<file path="config.mk">
export PLATFORM = sky130hd
export DESIGN_NAME = mem_write_drain
export DESIGN_NICKNAME = d
export VERILOG_FILES = /design/src/rtl/mem_write_drain.sv
export SDC_FILE = /design/constraint.sdc
export NUM_CORES = 1
export LEC_CHECK = 0
export ABC_AREA = 1
export BUFFER_PORTS_ARGS = -buffer_cell sky130_fd_sc_hd__clkbuf_2
export CAP_MARGIN = 20
export CORE_MARGIN = 4
export CORE_UTILIZATION = 54
export DETAILED_ROUTE_END_ITERATION = 16
export PLACE_DENSITY = 0.86
export SETUP_SLACK_MARGIN = 0.02
export SLEW_MARGIN = 20
export SYNTH_ARGS = -nofsm -noshare
export SYNTH_HDL_FRONTEND = slang
export SYNTH_SLANG_ARGS = --single-unit
export TNS_END_PERCENT = 20
</file>
<file path="constraint.sdc">
create_clock -name clk -period 4.95 [get_ports clk]
set_input_delay 0.99 -clock clk [delete_from_list [all_inputs] [get_ports clk]]
set_output_delay 0.99 -clock clk [all_outputs]
set_load 0.005 [all_outputs]
</file>
<file path="src/rtl/mem_write_drain.sv">
// Eviction-side write drain: queues evicted cache beats in a small FIFO, drains one
// beat per granted cycle into data memory, and forwards queued data to two read ports.
module mem_write_drain #(
   parameter int DEPTH = 4,
   parameter int PTRW  = 2
) (
   input  logic         clk,
   input  logic         reset,
   input  logic         in_wen,
   input  logic [15:1]  in_waddr,
   input  logic [15:0]  in_wdata,
   output logic         stall,
   output logic         overflow,
   input  logic         mem_ready,
   output logic         out_wen,
   output logic [15:1]  out_waddr,
   output logic [15:0]  out_wdata,
   input  logic [15:1]  raddr0,
   output logic         hit0,
   output logic [15:0]  hdata0,
   input  logic [15:1]  raddr1,
   output logic         hit1,
   output logic [15:0]  hdata1
);

   // Handshake: a beat is accepted whenever in_wen=1 and the FIFO has room (or is
   // popping in the same cycle); the memory takes the head beat whenever out_wen=1,
   // which already includes mem_ready, so there is no separate acknowledge.

   logic              r_valid [DEPTH];
   logic [15:1]       r_addr  [DEPTH];
   logic [15:0]       r_data  [DEPTH];
   logic [PTRW-1:0]   r_head;
   logic [PTRW-1:0]   r_tail;
   logic [PTRW:0]     r_count;
   logic              r_overflow;

   logic              w_full;
   logic              w_pop;
   logic              w_push;
   logic [PTRW-1:0]   w_idx;
   logic              w_hit0;
   logic              w_hit1;
   logic [15:0]       w_hdata0;
   logic [15:0]       w_hdata1;

   assign w_full = (r_count == (PTRW+1)'(DEPTH));
   // Reset suppresses the strobe so no queued beat reaches memory in the reset cycle.
   assign w_pop  = !reset && (r_count != '0) && mem_ready;
   assign w_push = in_wen && (!w_full || w_pop);

   assign out_wen   = w_pop;
   assign out_waddr = w_pop ? r_addr[r_head] : '0;
   assign out_wdata = w_pop ? r_data[r_head] : '0;
   assign stall     = (r_count >= (PTRW+1)'(DEPTH-1));
   assign overflow  = r_overflow;

   // Scan oldest to newest so the most recently pushed match overrides older ones.
   always_comb begin
      w_idx    = '0;
      w_hit0   = 1'b0;
      w_hit1   = 1'b0;
      w_hdata0 = '0;
      w_hdata1 = '0;
      for (int i = 0; i < DEPTH; i++) begin
         w_idx = r_head + PTRW'(i);
         if (r_valid[w_idx] && (r_addr[w_idx] == raddr0)) begin
            w_hit0   = 1'b1;
            w_hdata0 = r_data[w_idx];
         end
         if (r_valid[w_idx] && (r_addr[w_idx] == raddr1)) begin
            w_hit1   = 1'b1;
            w_hdata1 = r_data[w_idx];
         end
      end
   end

   assign hit0   = w_hit0;
   assign hdata0 = w_hdata0;
   assign hit1   = w_hit1;
   assign hdata1 = w_hdata1;

   always_ff @(posedge clk) begin
      if (reset) begin
         for (int i = 0; i < DEPTH; i++) begin
            r_valid[i] <= 1'b0;
            r_addr[i]  <= '0;
            r_data[i]  <= '0;
         end
         r_head     <= '0;
         r_tail     <= '0;
         r_count    <= '0;
         r_overflow <= 1'b0;
      end else begin
         if (w_pop) begin
            r_valid[r_head] <= 1'b0;
            r_head          <= r_head + PTRW'(1);
         end
         // When full, tail equals head; the push below must win over the pop's clear.
         if (w_push) begin
            r_valid[r_tail] <= 1'b1;
            r_addr[r_tail]  <= in_waddr;
            r_data[r_tail]  <= in_wdata;
            r_tail          <= r_tail + PTRW'(1);
         end
         if (w_push && !w_pop) begin
            r_count <= r_count + (PTRW+1)'(1);
         end else if (w_pop && !w_push) begin
            r_count <= r_count - (PTRW+1)'(1);
         end
         if (in_wen && w_full && !w_pop) begin
            r_overflow <= 1'b1;
         end
      end
   end

endmodule

</file>
==> impl_metrics.ini <==
[outcome]
run_status = finished clean

[synth]
synth_common_cells = 765 x sky130_fd_sc_hd__nand2_1, 285 x sky130_fd_sc_hd__nor2_1, 225 x sky130_fd_sc_hd__inv_1
postSynth.asyncResetShare = 0
mean_instance_size_in_the_synthesized_netlist_um2 = 6.120
synth.ff_latch_count = 138
ys_seq_area_frac = 0.3209
yosys.cell_types.count = 41
yosysTopAreaCellShare = 0.2984
post_synth_main_area_contributors = sky130_fd_sc_hd__edfxtp_1 30%, sky130_fd_sc_hd__nand2_1 23%, sky130_fd_sc_hd__nor2_1 8.6%
synth_edf_count = 124
post_synth_inst_count = 2039
post_synth_instance_area_mm2 = 0.01248
flip_flop_cell_with_the_highest_count_after_synthesis = sky130_fd_sc_hd__edfxtp_1
synth.largest_area_cell = sky130_fd_sc_hd__edfxtp_1
synth_most_common_cell = sky130_fd_sc_hd__nand2_1
yosysWarningCount = 0
synthesis.nets = 2110

[min_path]
holdCritStartpoint = overflow
worst_hold_path_type = reg2reg

[timing]
timing.final.crit_period_ns = 4.699
setup_total_negative_slack_ns = 0
setup_repair_after_global_routing_missed_its_margin = no
max_slew.worst_pin.slew_ns = 0.8382
setup-violations-final = 0
timing.slew.headroom = 0.4412
skew_ns = 0.007468
holdWs_ns = 0.4614
hold_viol = 0
finalMaxSlewViolations = 0
final_critical_path_setup_slack_ns = 0.2509
post-route-period-util = 0.9493
fmax_achieved_mhz = 212.8

[worst_setup_path]
cpPeakStageDelay_ns = 0.62
crit_path_cell_trace = inv_4, nand2_4, nand2_4, buf_4, o21ai_1, o22ai_1, nor2_1, nand2_1, nor2_1, nand2_1, buf_4, nand2_1, inv_1, a21oi_1, clkbuf_2
worstSetupPathType = reg2out
worst_setup_path_startpoint = r_head[1]
critical_path.endpoint_type = output pin
required_ns = 3.96
timing.critical_path.to = hdata1[5]
cpMostUsedCell = sky130_fd_sc_hd__nand2_1
crit_path_arrival_time_ns = 3.71
setup.worst_path.start_class = flip-flop
critPathSlowestCell = sky130_fd_sc_hd__dfxtp_1
critPathMaxFanout = 22
worstReg2RegEnd = r_data[0][1]
timing.reg2reg.worst_path_depth = 12
timing.reg2reg.setup_slack_ns = 1.22
launching_point_of_the_worst_reg2reg_path = r_count[0]

[clock_tree]
cts_tree = done
ctsRootBufferMaster = sky130_fd_sc_hd__clkbuf_16
clock_latency_reported_for_the_late_side_of_the_worst_skew_pair_ns = 0.42
cts_made_buffers = 17
register_clock_pin_slew_on_the_reported_worst_setup_and_hold_paths_ns = 0.06
cts_htree_levels = 4
clock_sinks = 138
cts_buffer_depth = 2

[drt]
initialDrtViolationCount = 2756
antenna_violating_nets_post_route = 0
firstDrtPassIters = 7
post_drt_wl_per_cell_um = 21.93
detailed_route_wl_um = 53020
drc = 0
number_of_vias_after_detailed_routing = 14570
vias_per_cell = 6.028

[floorplan]
die_y_um = 160.0
floorplan.rows = 55
design.die.area_mm2 = 0.02560
coreArea_mm2 = 0.02271
start_util = 0.5495
pin_count = 133
die-width_um = 160.0

[global_route]
grt_util_all_layers = 0.3991
number_of_antenna_violations_at_the_first_check_in_global_routing = 0
maximum_number_of_pins_on_one_net_before_global_route_repair = 87
grt_first_pass_wirelength_um = 78560
globalRouteOverflowTotal = 0
grt_pass1_vias = 12640

[layout]
antennaDiodeCount = 0
final.fill_count = 2034
post_route_cells_drive_above_1_share = 0.1154
area_delta_synth_final_pct = 10.40
instances_no_fill = 2417
num-nets-final = 2191
finalInstanceArea_mm2 = 0.01378

[power]
clockPowerShare = 0.225
p_int_mw = 2.953
power_frac_comb = 0.492
max-vdd-ir-drop_v = 0.0004891
cellLeakagePower_nw = 7.013
power_density_mw_per_mm2 = 419.3
share_seq_of_total_power = 0.283
switching_fraction_of_total_power = 0.4887
switching_power_mw = 2.823

[place]
place_area_mm2 = 0.01314
numPlacedInstances = 2383
place_hpwl_um = 39490
dpl_worst_slack_ns = 0.5942
buffer_ports.inserted = 132
place_congestion = 1.092

[flow_run]
cap_violations = 0
-- layout make-up --
| cell class | count | area (µm²) | area share |
|---|---|---|---|
| Multi-Input combinational cell | 1560 | 6982 | 0.5068 |
| Sequential cell | 138 | 4009 | 0.2910 |
| Inverter | 241 | 915.9 | 0.06649 |
| Timing Repair Buffer | 162 | 914.6 | 0.06639 |
| Clock buffer | 18 | 429.2 | 0.03115 |
| Tap cell | 285 | 356.6 | 0.02589 |
| Clock inverter | 13 | 168.9 | 0.01226 |
-- flip-flops by register name, indices dropped and copies added, names as in the netlist, named ones only --
register and flops:
overflow 1, r_addr 60, r_count 3, r_data 64
r_head 2, r_tail 2, r_valid 4
-- through the flow --
stage,util,power [mW]
floorplan,-,3.391
finish,0.6066,5.776
global placement,0.5787,4.255
CTS,0.6051,5.572
detailed placement,0.5787,4.271
global route,0.6066,6.013
-- power groups by stage --
stage          registers (mW)  logic, mW  clock network [mW]
6_report                 1.63       2.84                1.30
3_3_place_gp             1.63       2.63                   0
4_1_cts                  1.62       2.66                1.29
5_1_grt                  1.63       3.04                1.34
3_5_place_dp             1.64       2.63                   0
2_1_floorplan            1.54       1.85                   0
-- cell usage in the layout (no fill, tap or decap), drive strengths merged, types with 2 or more instances in the layout --
cell type	Yosys	final
nand4	6	6
nand3	193	193
bufinv	0	3
a21oi	64	64
inv	237	239
a221oi	6	6
clkinv	4	10
clkinvlp	0	2
a32oi	16	16
a22oi	19	19
nand2	779	779
o2111ai	2	2
nor2	295	295
o22ai	11	11
edfxtp	124	124
o21a	8	8
o21ai	128	128
xor2	18	18
buf	67	30
ha	5	5
clkbuf	33	150
dfxtp	14	14
and2	3	3
-- repair_timing --
action / CTS / global route
gates resized for setup: 0 / 2
setup buffers: 0 / 3
hold endpoints to repair: 0 / 0
hold buffers: 0 / 0
endpoints found under the setup margin: 0 / 33
-- logic make-up (layout without fill, tap and decap cells) --
| logic type | count (synthesis) | count (layout) | synth area share |
|---|---|---|---|
| simple gates | 1278 | 1278 | 0.4167 |
| flops | 138 | 138 | 0.3209 |
| compound gates | 256 | 256 | 0.1210 |
| fa+ha+maj | 6 | 6 | 0.006618 |
| buf+inv | 341 | 434 | 0.1206 |
| xor+xnor | 19 | 19 | 0.01334 |
| mux | 1 | 1 | 0.0008022 |
-- layer usage --
metal / GRT usage / vias up / share of wire
li1: - / 6630 / -
met1: 0.6248 / 6484 / 0.41
met3: 0.1244 / 129 / 0.18
met2: 0.5293 / 1327 / 0.38
met4: 0.09660 / 0 / 0.025
met5: 0 / - / 0
-- worst max-delay path: cells and delay by family (launching register included) --
kind | cells | cell delay (ns)
flip-flops | 1 | 0.62
AO/OA/AOI/OAI | 3 | 0.76
buffers and inverters | 5 | 0.80
AND/OR/NAND/NOR | 7 | 1.09
-- worst min-delay path by stage --
| stage | endpoint | cells after the start | slack, ns |
|---|---|---|---|
| after floorplan | overflow | 2 | 0.45 |
| after global placement | overflow | 2 | 0.44 |
| after detailed placement | overflow | 2 | 0.44 |
| after CTS | overflow | 2 | 0.46 |
| after global routing | overflow | 2 | 0.49 |
| final | overflow | 2 | 0.46 |
No activity file was read; power rests on OpenSTA's default activity.
